[src/rtl/sb_drain_arbiter.sv]
// sb_drain_arbiter
// Shares the single data-cache port between pipeline loads and the store
// buffer drain path. It keeps at most one cache write outstanding, pops the
// store buffer head when that write completes, and forces a drain when the
// buffer is full or a waiting drain has lost to loads too many times. A
// flush request empties the buffer and then pulses flush_done.
//
// Optional build macro: SB_ARB_PERF_EN adds two free-running 32-bit
// performance counters (perf_drains, perf_ld_stalls).
//
// Ports:
//   clk, reset         rising-edge clock, synchronous active-high reset
//   ld_req             memory stage wants the cache port for a load
//   sb_empty, sb_full  store buffer occupancy flags
//   sb_head_addr/data  oldest store buffer entry
//   flush_req          level request to drain the buffer completely
//   cache_ack          cache finished the presented write
//   ld_grant           load owns the port this cycle (combinational)
//   stall_pipe         load requested but not granted (combinational)
//   cache_wr_en/addr/data  registered cache write request
//   sb_pop             one-cycle registered dequeue pulse
//   flush_done         one-cycle registered flush completion pulse
//   perf_drains, perf_ld_stalls  (SB_ARB_PERF_EN only) event counters

module sb_drain_arbiter #(
    parameter int ADDR_W     = 32,
    parameter int DATA_W     = 32,
    parameter int STARVE_MAX = 4
) (
    input  logic              clk,
    input  logic              reset,
    input  logic              ld_req,
    input  logic              sb_empty,
    input  logic              sb_full,
    input  logic [ADDR_W-1:0] sb_head_addr,
    input  logic [DATA_W-1:0] sb_head_data,
    input  logic              flush_req,
    input  logic              cache_ack,
    output logic              ld_grant,
    output logic              stall_pipe,
    output logic              cache_wr_en,
    output logic [ADDR_W-1:0] cache_wr_addr,
    output logic [DATA_W-1:0] cache_wr_data,
    output logic              sb_pop,
`ifdef SB_ARB_PERF_EN
    output logic [31:0]       perf_drains,
    output logic [31:0]       perf_ld_stalls,
`endif
    output logic              flush_done
);

    localparam int CW = $clog2(STARVE_MAX + 1);
    localparam logic [CW-1:0] STARVE_LIMIT = CW'(STARVE_MAX);

    typedef enum logic [2:0] {
        IDLE,
        DRAIN,
        FL_DRAIN,
        FL_SETTLE,
        FL_DONE
    } state_t;

    state_t            state_q;
    logic [CW-1:0]     starve_q;
    logic              wr_en_q;
    logic [ADDR_W-1:0] wr_addr_q;
    logic [DATA_W-1:0] wr_data_q;
    logic              pop_q;
    logic              done_q;
    logic              force_drain;

    // A pending drain wins over loads once the buffer is full or the drain
    // has been passed over STARVE_MAX times in a row.
    assign force_drain = sb_full || (starve_q == STARVE_LIMIT);

    assign ld_grant   = !reset && (state_q == IDLE) && ld_req && !flush_req &&
                        !(force_drain && !sb_empty);
    assign stall_pipe = ld_req && !ld_grant;

    assign cache_wr_en   = wr_en_q;
    assign cache_wr_addr = wr_addr_q;
    assign cache_wr_data = wr_data_q;
    assign sb_pop        = pop_q;
    assign flush_done    = done_q;

    // Arbitration / drain sequencer. The pulse outputs default low every
    // cycle. In FL_DRAIN, wr_en_q tells apart "waiting to issue" from
    // "waiting for the ack", so a flush reuses one state per entry. An ack
    // is only looked at while a write is already outstanding, so an ack in
    // the issue cycle is ignored.
    always_ff @(posedge clk) begin
        if (reset) begin
            state_q   <= IDLE;
            starve_q  <= '0;
            wr_en_q   <= 1'b0;
            wr_addr_q <= '0;
            wr_data_q <= '0;
            pop_q     <= 1'b0;
            done_q    <= 1'b0;
        end else begin
            pop_q  <= 1'b0;
            done_q <= 1'b0;
            if (sb_empty) begin
                starve_q <= '0;
            end
            case (state_q)
                IDLE: begin
                    if (flush_req) begin
                        state_q <= FL_DRAIN;
                    end else if (!sb_empty && (!ld_req || force_drain) && !pop_q) begin
                        // pop_q blocks a back-to-back issue so the buffer's
                        // head and empty flag can catch up with the pop.
                        wr_en_q   <= 1'b1;
                        wr_addr_q <= sb_head_addr;
                        wr_data_q <= sb_head_data;
                        starve_q  <= '0;
                        state_q   <= DRAIN;
                    end else if (!sb_empty && ld_grant && (starve_q != STARVE_LIMIT)) begin
                        starve_q <= starve_q + 1'b1;
                    end
                end
                DRAIN: begin
                    if (cache_ack) begin
                        wr_en_q <= 1'b0;
                        pop_q   <= 1'b1;
                        state_q <= IDLE;
                    end
                end
                FL_DRAIN: begin
                    if (wr_en_q) begin
                        if (cache_ack) begin
                            wr_en_q <= 1'b0;
                            pop_q   <= 1'b1;
                            state_q <= FL_SETTLE;
                        end
                    end else if (sb_empty) begin
                        done_q  <= 1'b1;
                        state_q <= FL_DONE;
                    end else begin
                        wr_en_q   <= 1'b1;
                        wr_addr_q <= sb_head_addr;
                        wr_data_q <= sb_head_data;
                        starve_q  <= '0;
                    end
                end
                FL_SETTLE: begin
                    state_q <= FL_DRAIN;
                end
                FL_DONE: begin
                    state_q <= IDLE;
                end
                default: begin
                    state_q <= IDLE;
                end
            endcase
        end
    end

`ifdef SB_ARB_PERF_EN
    logic [31:0] perf_drains_q;
    logic [31:0] perf_ld_stalls_q;

    // Wrapping event counters: completed drains and stalled load cycles.
    always_ff @(posedge clk) begin
        if (reset) begin
            perf_drains_q    <= '0;
            perf_ld_stalls_q <= '0;
        end else begin
            if (pop_q) begin
                perf_drains_q <= perf_drains_q + 32'd1;
            end
            if (stall_pipe) begin
                perf_ld_stalls_q <= perf_ld_stalls_q + 32'd1;
            end
        end
    end

    assign perf_drains    = perf_drains_q;
    assign perf_ld_stalls = perf_ld_stalls_q;
`endif

endmodule

[config.mk]
export PLATFORM = sky130hd
export DESIGN_NAME = sb_drain_arbiter
export DESIGN_NICKNAME = d
export VERILOG_FILES = /design/src/rtl/sb_drain_arbiter.sv
export SDC_FILE = /design/constraint.sdc
export NUM_CORES = 1
export LEC_CHECK = 0
export CAP_MARGIN = 15
export CORE_MARGIN = 2
export CORE_UTILIZATION = 40
export DETAILED_ROUTE_END_ITERATION = 10
export PLACE_DENSITY = 0.91
export SYNTH_ARGS = -nofsm -noshare
export SYNTH_HDL_FRONTEND = slang
export SYNTH_SLANG_ARGS = --single-unit
[constraint.sdc]
create_clock -name clk -period 2.2 [get_ports clk]
set_input_delay 0.55 -clock clk [delete_from_list [all_inputs] [get_ports clk]]
set_output_delay 0.55 -clock clk [all_outputs]
set_load 0.01 [all_outputs]
==> flow_metrics.env, run 1 <==
export IMPL_power_density_nw_per_um2=811
export IMPL_final_nets=564
export IMPL_htreeDepth=3
export IMPL_cp_required_ns=1.65
export IMPL_drv_cap=0
export IMPL_min_period_ns=2.10
export IMPL_ioPinCount=140
export IMPL_gp_congestion=0.841
export IMPL_synth_nets=419
export IMPL_hold_path_class="reg -> reg"
export IMPL_layout_drive_gt1_share_pct=11.5
export IMPL_slowest_delay_ns=0.44
export IMPL_wl_per_cell_um=13.1
export IMPL_r2r_end="cache_wr_data[4]$_SDFFE_PP0P_"
export IMPL_hold_viol=0
export IMPL_drc_errors=0
export IMPL_timing_critical_path_buf_inv=2
export IMPL_placed_area_um2=4350
export IMPL_holdPathStages=2
export IMPL_cts_buffers=9
export IMPL_row_count=30
export IMPL_r2r_start="starve_q[0]$_SDFF_PP0_"
export IMPL_synth_area_per_cell_um2=8.27
export IMPL_filler_cell_count=584
export IMPL_relSlewSlack_pct=69.2
export IMPL_ys_ff_latch=73
export IMPL_syn_to_final_growth_pct=61.4
export IMPL_power_leakage_nw=1.66
export IMPL_numPortBuffers=139
export IMPL_antenna_found_initial=0
export IMPL_start_kind="primary input"
export IMPL_crit_type="in -> out"
export IMPL_die_height_um=88.6
export IMPL_cts_root_buf="clkbuf_8"
export IMPL_initial_core_util_pct=41.6
export IMPL_core_area_um2=6870
export IMPL_drtPass1Iterations=4
export IMPL_drv_slew=0
export IMPL_cts_tree="done"
export IMPL_grt_max_degree=40
export IMPL_worstPathCellList="clkdlybuf4s50_1 -> a21oi_2 -> nor2_1 -> nor2_2 -> clkdlybuf4s15_1"
export IMPL_tightest_slew_ns=0.462
export IMPL_fin_tns_setup_ns=0
export IMPL_dieArea_um2=7840
export IMPL_crit_fanout=2
export IMPL_rsz0062_at_grt="no"
export IMPL_place_ws_ns=-0.514
export IMPL_wl_um=7760
export IMPL_skew_ns=0.00852
export IMPL_max_freq_ghz=0.476
export IMPL_reg2reg_slack_ns=0.25
export IMPL_clkSinkCount=73
export IMPL_design_area_um2=4620
export IMPL_clockBufferDepth=2
export IMPL_finalSetupViolCount=0
export IMPL_crit_slowest_cell="clkdlybuf4s50_1"
export IMPL_ys_warn_count=0
export IMPL_syn_area_um2=2860
export IMPL_path_clk_slew_ns=0.06
export IMPL_diodes=0
export IMPL_register_area_um2=1460
export IMPL_cp_end_kind="output port"
export IMPL_vias=2844
export IMPL_clk_latency_ns=0.32
export IMPL_timing_final_crit_share_pct=95.5
export IMPL_multi_input_area_um2=1230
export IMPL_outcome="complete, no violations"
export IMPL_grt_pass1_wl_um=12200
export IMPL_antenna_left=0
export IMPL_post_synth_num_cell_types=33
export IMPL_cp_top_family="buffers and inverters"
export IMPL_syn_inst=346
export IMPL_setup_ws_ns=0.0997
export IMPL_crit_arrival_ns=1.55
export IMPL_hold_path_end="cache_wr_data[24]$_SDFFE_PP0P_"
export IMPL_grt_overflow=0
export IMPL_ys_seq_area_share_pct=51.1
export IMPL_via_per_inst=4.81
export IMPL_min_from="cache_wr_data[24]$_SDFFE_PP0P_"
export IMPL_drt_initial_drc_count=80
export IMPL_r2r_cells=9
export IMPL_grt_pass1_vias=2784
export IMPL_post_dp_hpwl_um=5600
export IMPL_grtUsageTotal_pct=19.7
export IMPL_ctsHoldBuffers=0
export IMPL_die_x_um=88.6
export IMPL_vdd_drop_max_v=0.000511
## placed cells by master (no fill, tap or decap), types with 2 or more instances in the layout
cell type and instances:
o21ai_0 3, clkdlybuf4s50_1 134, clkbuf_8 9, buf_12 4, nor2b_1 2, buf_2 2
bufinv_16 3, a31oi_1 4, nand2_1 132, nor2_1 7, dfxtp_1 72, nand3_1 3
clkinv_2 2, and3_1 2, inv_1 4, buf_4 14, nor3_1 2, nand2b_1 3
a21oi_2 13, nand3b_1 2, a21oi_1 56
## report_power, final
group	total, W	switching [W]	internal [W]	leakage, nW
sequential	0.00154	0.0000811	0.00145	0.595
combinational	0.000989	0.000459	0.000529	0.946
clock	0.00122	0.000476	0.000743	0.115
## worst max-delay path by stage
stage	start	endpoint	slack, ns	depth (start not counted)
final	sb_full	ld_grant	0.1	5
after floorplan	starve_q[0]$_SDFF_PP0_	starve_q[2]$_SDFF_PP0_	0.35	7
after CTS	sb_full	stall_pipe	0.0009	6
after global placement	flush_req	ld_grant	-0.50	5
after global routing	starve_q[0]$_SDFF_PP0_	ld_grant	0.01	6
after detailed placement	flush_req	ld_grant	-0.51	5
## per-stage QoR
| step | util (%) | power (W) | cells | hold WS [ns] |
|---|---|---|---|---|
| CTS | 67.0 | 0.00378 | 591 | 0.456 |
| floorplan | - | 0.00207 | 346 | 0.463 |
| global placement | 63.3 | 0.00251 | 573 | 0.441 |
| finish | 67.2 | 0.00374 | 591 | 0.455 |
| global route | 67.2 | 0.00393 | 591 | 0.469 |
| detailed placement | 63.3 | 0.00254 | 573 | 0.446 |
## per-layer routing
metal  vias up  track usage (%)  wire length (um)
li1       1421                -                 -
met1      1287             21.2              2980
met2       120             36.2              4010
met3        16             5.60               636
met4         0             8.13               131
met5         -                0                 0
## worst reg2reg max path, cell delays in order (launching register included)
cell and delay, ns:
dfxtp_1 0.32, inv_1 0.09, ha_2 0.21, a21oi_2 0.07
buf_4 0.15, a2111oi_4 0.36, o21a_2 0.24, buf_12 0.20
nand2_1 0.08, a21oi_1 0.16
## cell families (layout without fill, tap and decap cells)
kind of cell	count (synthesis)	in the layout	synth area share, %
multiplexers	1	1	0.350
adder cells (fa/ha/maj)	2	2	0.875
flip-flops	73	73	51.1
AND/OR/NAND/NOR	159	159	22.8
AO/OA/AOI/OAI	84	84	17.6
buffers and inverters	27	176	7.26
## final cells by class
class                           instances  share of cell area (%)
Timing Repair Buffer                  157                    33.8
Sequential cell                        73                    31.7
Multi-Input combinational cell        246                    26.6
Clock buffer                            9                    2.68
Tap cell                               96                    2.60
Clock inverter                          6                    2.33
Inverter                                4                   0.325
## cell usage after synthesis
cell	count	area (um2)
a2111oi_2	1	15.0
a211o_1	1	8.76
a21o_1	1	7.51
a21oi_1	56	280
a21oi_2	13	114
a2bb2oi_1	1	8.76
a31oi_1	4	25.0
and3_1	2	12.5
buf_12	6	120
buf_2	1	5.00
buf_6	1	11.3
clkbuf_1	15	56.3
dfxtp_1	73	1460
ha_1	2	25.0
inv_1	4	15.0
mux2i_1	1	10.0
nand2_1	132	495
nand2b_1	3	18.8
nand3_1	3	15.0
nand3b_1	2	15.0
nor2_1	8	30.0
nor2b_1	2	12.5
nor3_1	2	10.0
nor3b_1	1	7.51
nor4_2	1	12.5
o21a_1	1	7.51
o21ai_0	3	15.0
o21ai_2	1	8.76
o22ai_1	1	6.26
o31ai_1	1	7.51
or2_1	1	6.26
or3_1	1	6.26
or4b_2	1	10.0
## repair_timing
item | in CTS | in global routing
pin swaps | 4 | 4
setup buffers | 3 | 0
gates cloned | 0 | 0
endpoints found under the setup margin | 2 | 7
gates resized for setup | 8 | 7
## state kept, by name (all words and copies together), names as in the netlist
register       flops
flush_done         1
state_q            3
starve_q           3
sb_pop             1
cache_wr_addr     32
cache_wr_en        1
cache_wr_data     32
No activity file was read; power rests on OpenSTA's default activity.
==> run 2: changes to the inputs <==
- CORE_ASPECT_RATIO: not set -> 1.2
- PLACE_DENSITY: 0.91 -> 0.79
==> run 2 against run 1 <==
Net effect: final area shrank 0.35%; global-route usage fell by 0.24 points; clock-buffer cell count rose by 1; core utilization is 0.49 points lower; flip-flop and latch count unchanged; critical path depth rose by 1; critical path type unchanged; largest cell class unchanged.
==> flow_metrics.env, run 2 (same netlist as run 1, synthesis figures left out) <==
export IMPL_grtUsageTotal_pct=19.5
export IMPL_fin_tns_setup_ns=0
export IMPL_wl_per_cell_um=13.1
export IMPL_initial_core_util_pct=41.5
export IMPL_antenna_left=0
export IMPL_final_nets=563
export IMPL_crit_fanout=3
export IMPL_crit_type="in -> out"
export IMPL_vdd_drop_max_v=0.000487
export IMPL_drv_cap=0
export IMPL_holdWs_ns=0.454
export IMPL_gp_congestion=0.821
export IMPL_htreeDepth=3
export IMPL_min_period_ns=2.10
export IMPL_tightest_slew_ns=0.799
export IMPL_relSlewSlack_pct=46.7
export IMPL_max_freq_ghz=0.476
export IMPL_cp_required_ns=1.65
export IMPL_filler_cell_count=565
export IMPL_route_met2_wl_um=3800
export IMPL_grt_pass1_wl_um=12100
export IMPL_rsz0062_at_grt="no"
export IMPL_cts_buffers=9
export IMPL_ctsHoldBuffers=0
export IMPL_hold_viol=0
export IMPL_drt_initial_drc_count=131
export IMPL_post_dp_hpwl_um=5330
export IMPL_grt_pass1_vias=2590
export IMPL_core_area_um2=6900
export IMPL_hold_path_class="reg -> reg"
export IMPL_power_leakage_nw=1.67
export IMPL_crit_arrival_ns=1.55
export IMPL_power_density_nw_per_um2=839
export IMPL_reg2reg_slack_ns=0.25
export IMPL_grt_max_degree=71
export IMPL_dieArea_um2=7850
export IMPL_finalSetupViolCount=0
export IMPL_path_clk_slew_ns=0.07
export IMPL_timing_final_crit_share_pct=95.6
export IMPL_cts_root_buf="clkbuf_8"
export IMPL_wirelength_met1_um=2990
export IMPL_vias=2834
export IMPL_row_count=33
export IMPL_skew_ns=0.00763
export IMPL_antenna_found_initial=0
export IMPL_met3WireLength_um=652
export IMPL_syn_to_final_growth_pct=60.8
export IMPL_drtPass1Iterations=4
export IMPL_die_x_um=81.2
export IMPL_diodes=0
export IMPL_top_layer="met4"
export IMPL_grt_overflow=0
export IMPL_final_cell_mix="clkdlybuf4s50_1 (135), nand2_1 (132), dfxtp_1 (72)"
export IMPL_numPortBuffers=139
export IMPL_cp_end_kind="output port"
export IMPL_ioPinCount=140
export IMPL_clkSinkCount=73
export IMPL_clockBufferDepth=2
export IMPL_start_kind="primary input"
export IMPL_die_height_um=96.6
export IMPL_cts_tree="done"
export IMPL_final_common_cell="clkdlybuf4s50_1"
export IMPL_layout_drive_gt1_share_pct=11.1
export IMPL_via_per_inst=4.87
export IMPL_multi_input_area_um2=1200
export IMPL_clk_latency_ns=0.34
export IMPL_drc_errors=0
export IMPL_wl_um=7600
export IMPL_register_area_um2=1460
export IMPL_final_util_pct=66.7
export IMPL_drv_slew=0
export IMPL_outcome="complete, no violations"
[run 2: metal layers]
layer,GRT usage (%),vias to the layer above
met1,21.3,1305
met2,33.7,100
met4,9.00,0
li1,-,1418
met5,0,-
met3,5.88,11
[run 2: power breakdown]
part | internal (W) | switching (W) | total, W
Clock | 0.000865 | 0.000484 | 0.00135
Combinational | 0.000527 | 0.000458 | 0.000985
Sequential | 0.00145 | 0.0000712 | 0.00152
[run 2: critical path, stage by stage]
cell and delay [ns]:
clkdlybuf4s50_1 0.44, a21oi_2 0.19, nor2_1 0.07, nor2_2 0.12, nor2b_1 0.05, buf_2 0.13
[run 2: final timing paths]
| kind | start | end | depth (start not counted) |
|---|---|---|---|
| worst max-delay path | sb_full | stall_pipe | 6 |
| worst min-delay path | cache_wr_addr[25]$_SDFFE_PP0P_ | cache_wr_addr[25]$_SDFFE_PP0P_ | 2 |
| worst max register to register | starve_q[0]$_SDFF_PP0_ | starve_q[0]$_SDFF_PP0_ | 7 |
| worst min register to register | cache_wr_addr[25]$_SDFFE_PP0P_ | cache_wr_addr[25]$_SDFFE_PP0P_ | 2 |
[run 2: per-stage QoR]
step                setup WS (ns)  instances  power, W  cell area [um2]
floorplan                   0.350        346   0.00207             2860
detailed placement         -0.421        564   0.00254             4330
global route               0.0123        582   0.00405             4600
CTS                      0.000335        582   0.00390             4600
finish                     0.0970        582   0.00386             4600
global placement           -0.402        564   0.00252             4330
[run 2: repair_timing]
| action | 4_1_cts | 5_1_grt |
|---|---|---|
| setup buffers | 2 | 0 |
| setup endpoints to repair | 2 | 2 |
| resized for setup | 8 | 3 |
| cloned | 0 | 0 |
| pin swaps | 3 | 2 |
[run 2: final cells by class]
| class | count | area share [%] |
|---|---|---|
| Clock buffer | 10 | 2.77 |
| Sequential cell | 73 | 31.8 |
| Tap cell | 87 | 2.37 |
| Multi-Input combinational cell | 246 | 26.1 |
| Inverter | 4 | 0.326 |
| Clock inverter | 6 | 2.83 |
| Timing Repair Buffer | 156 | 33.8 |
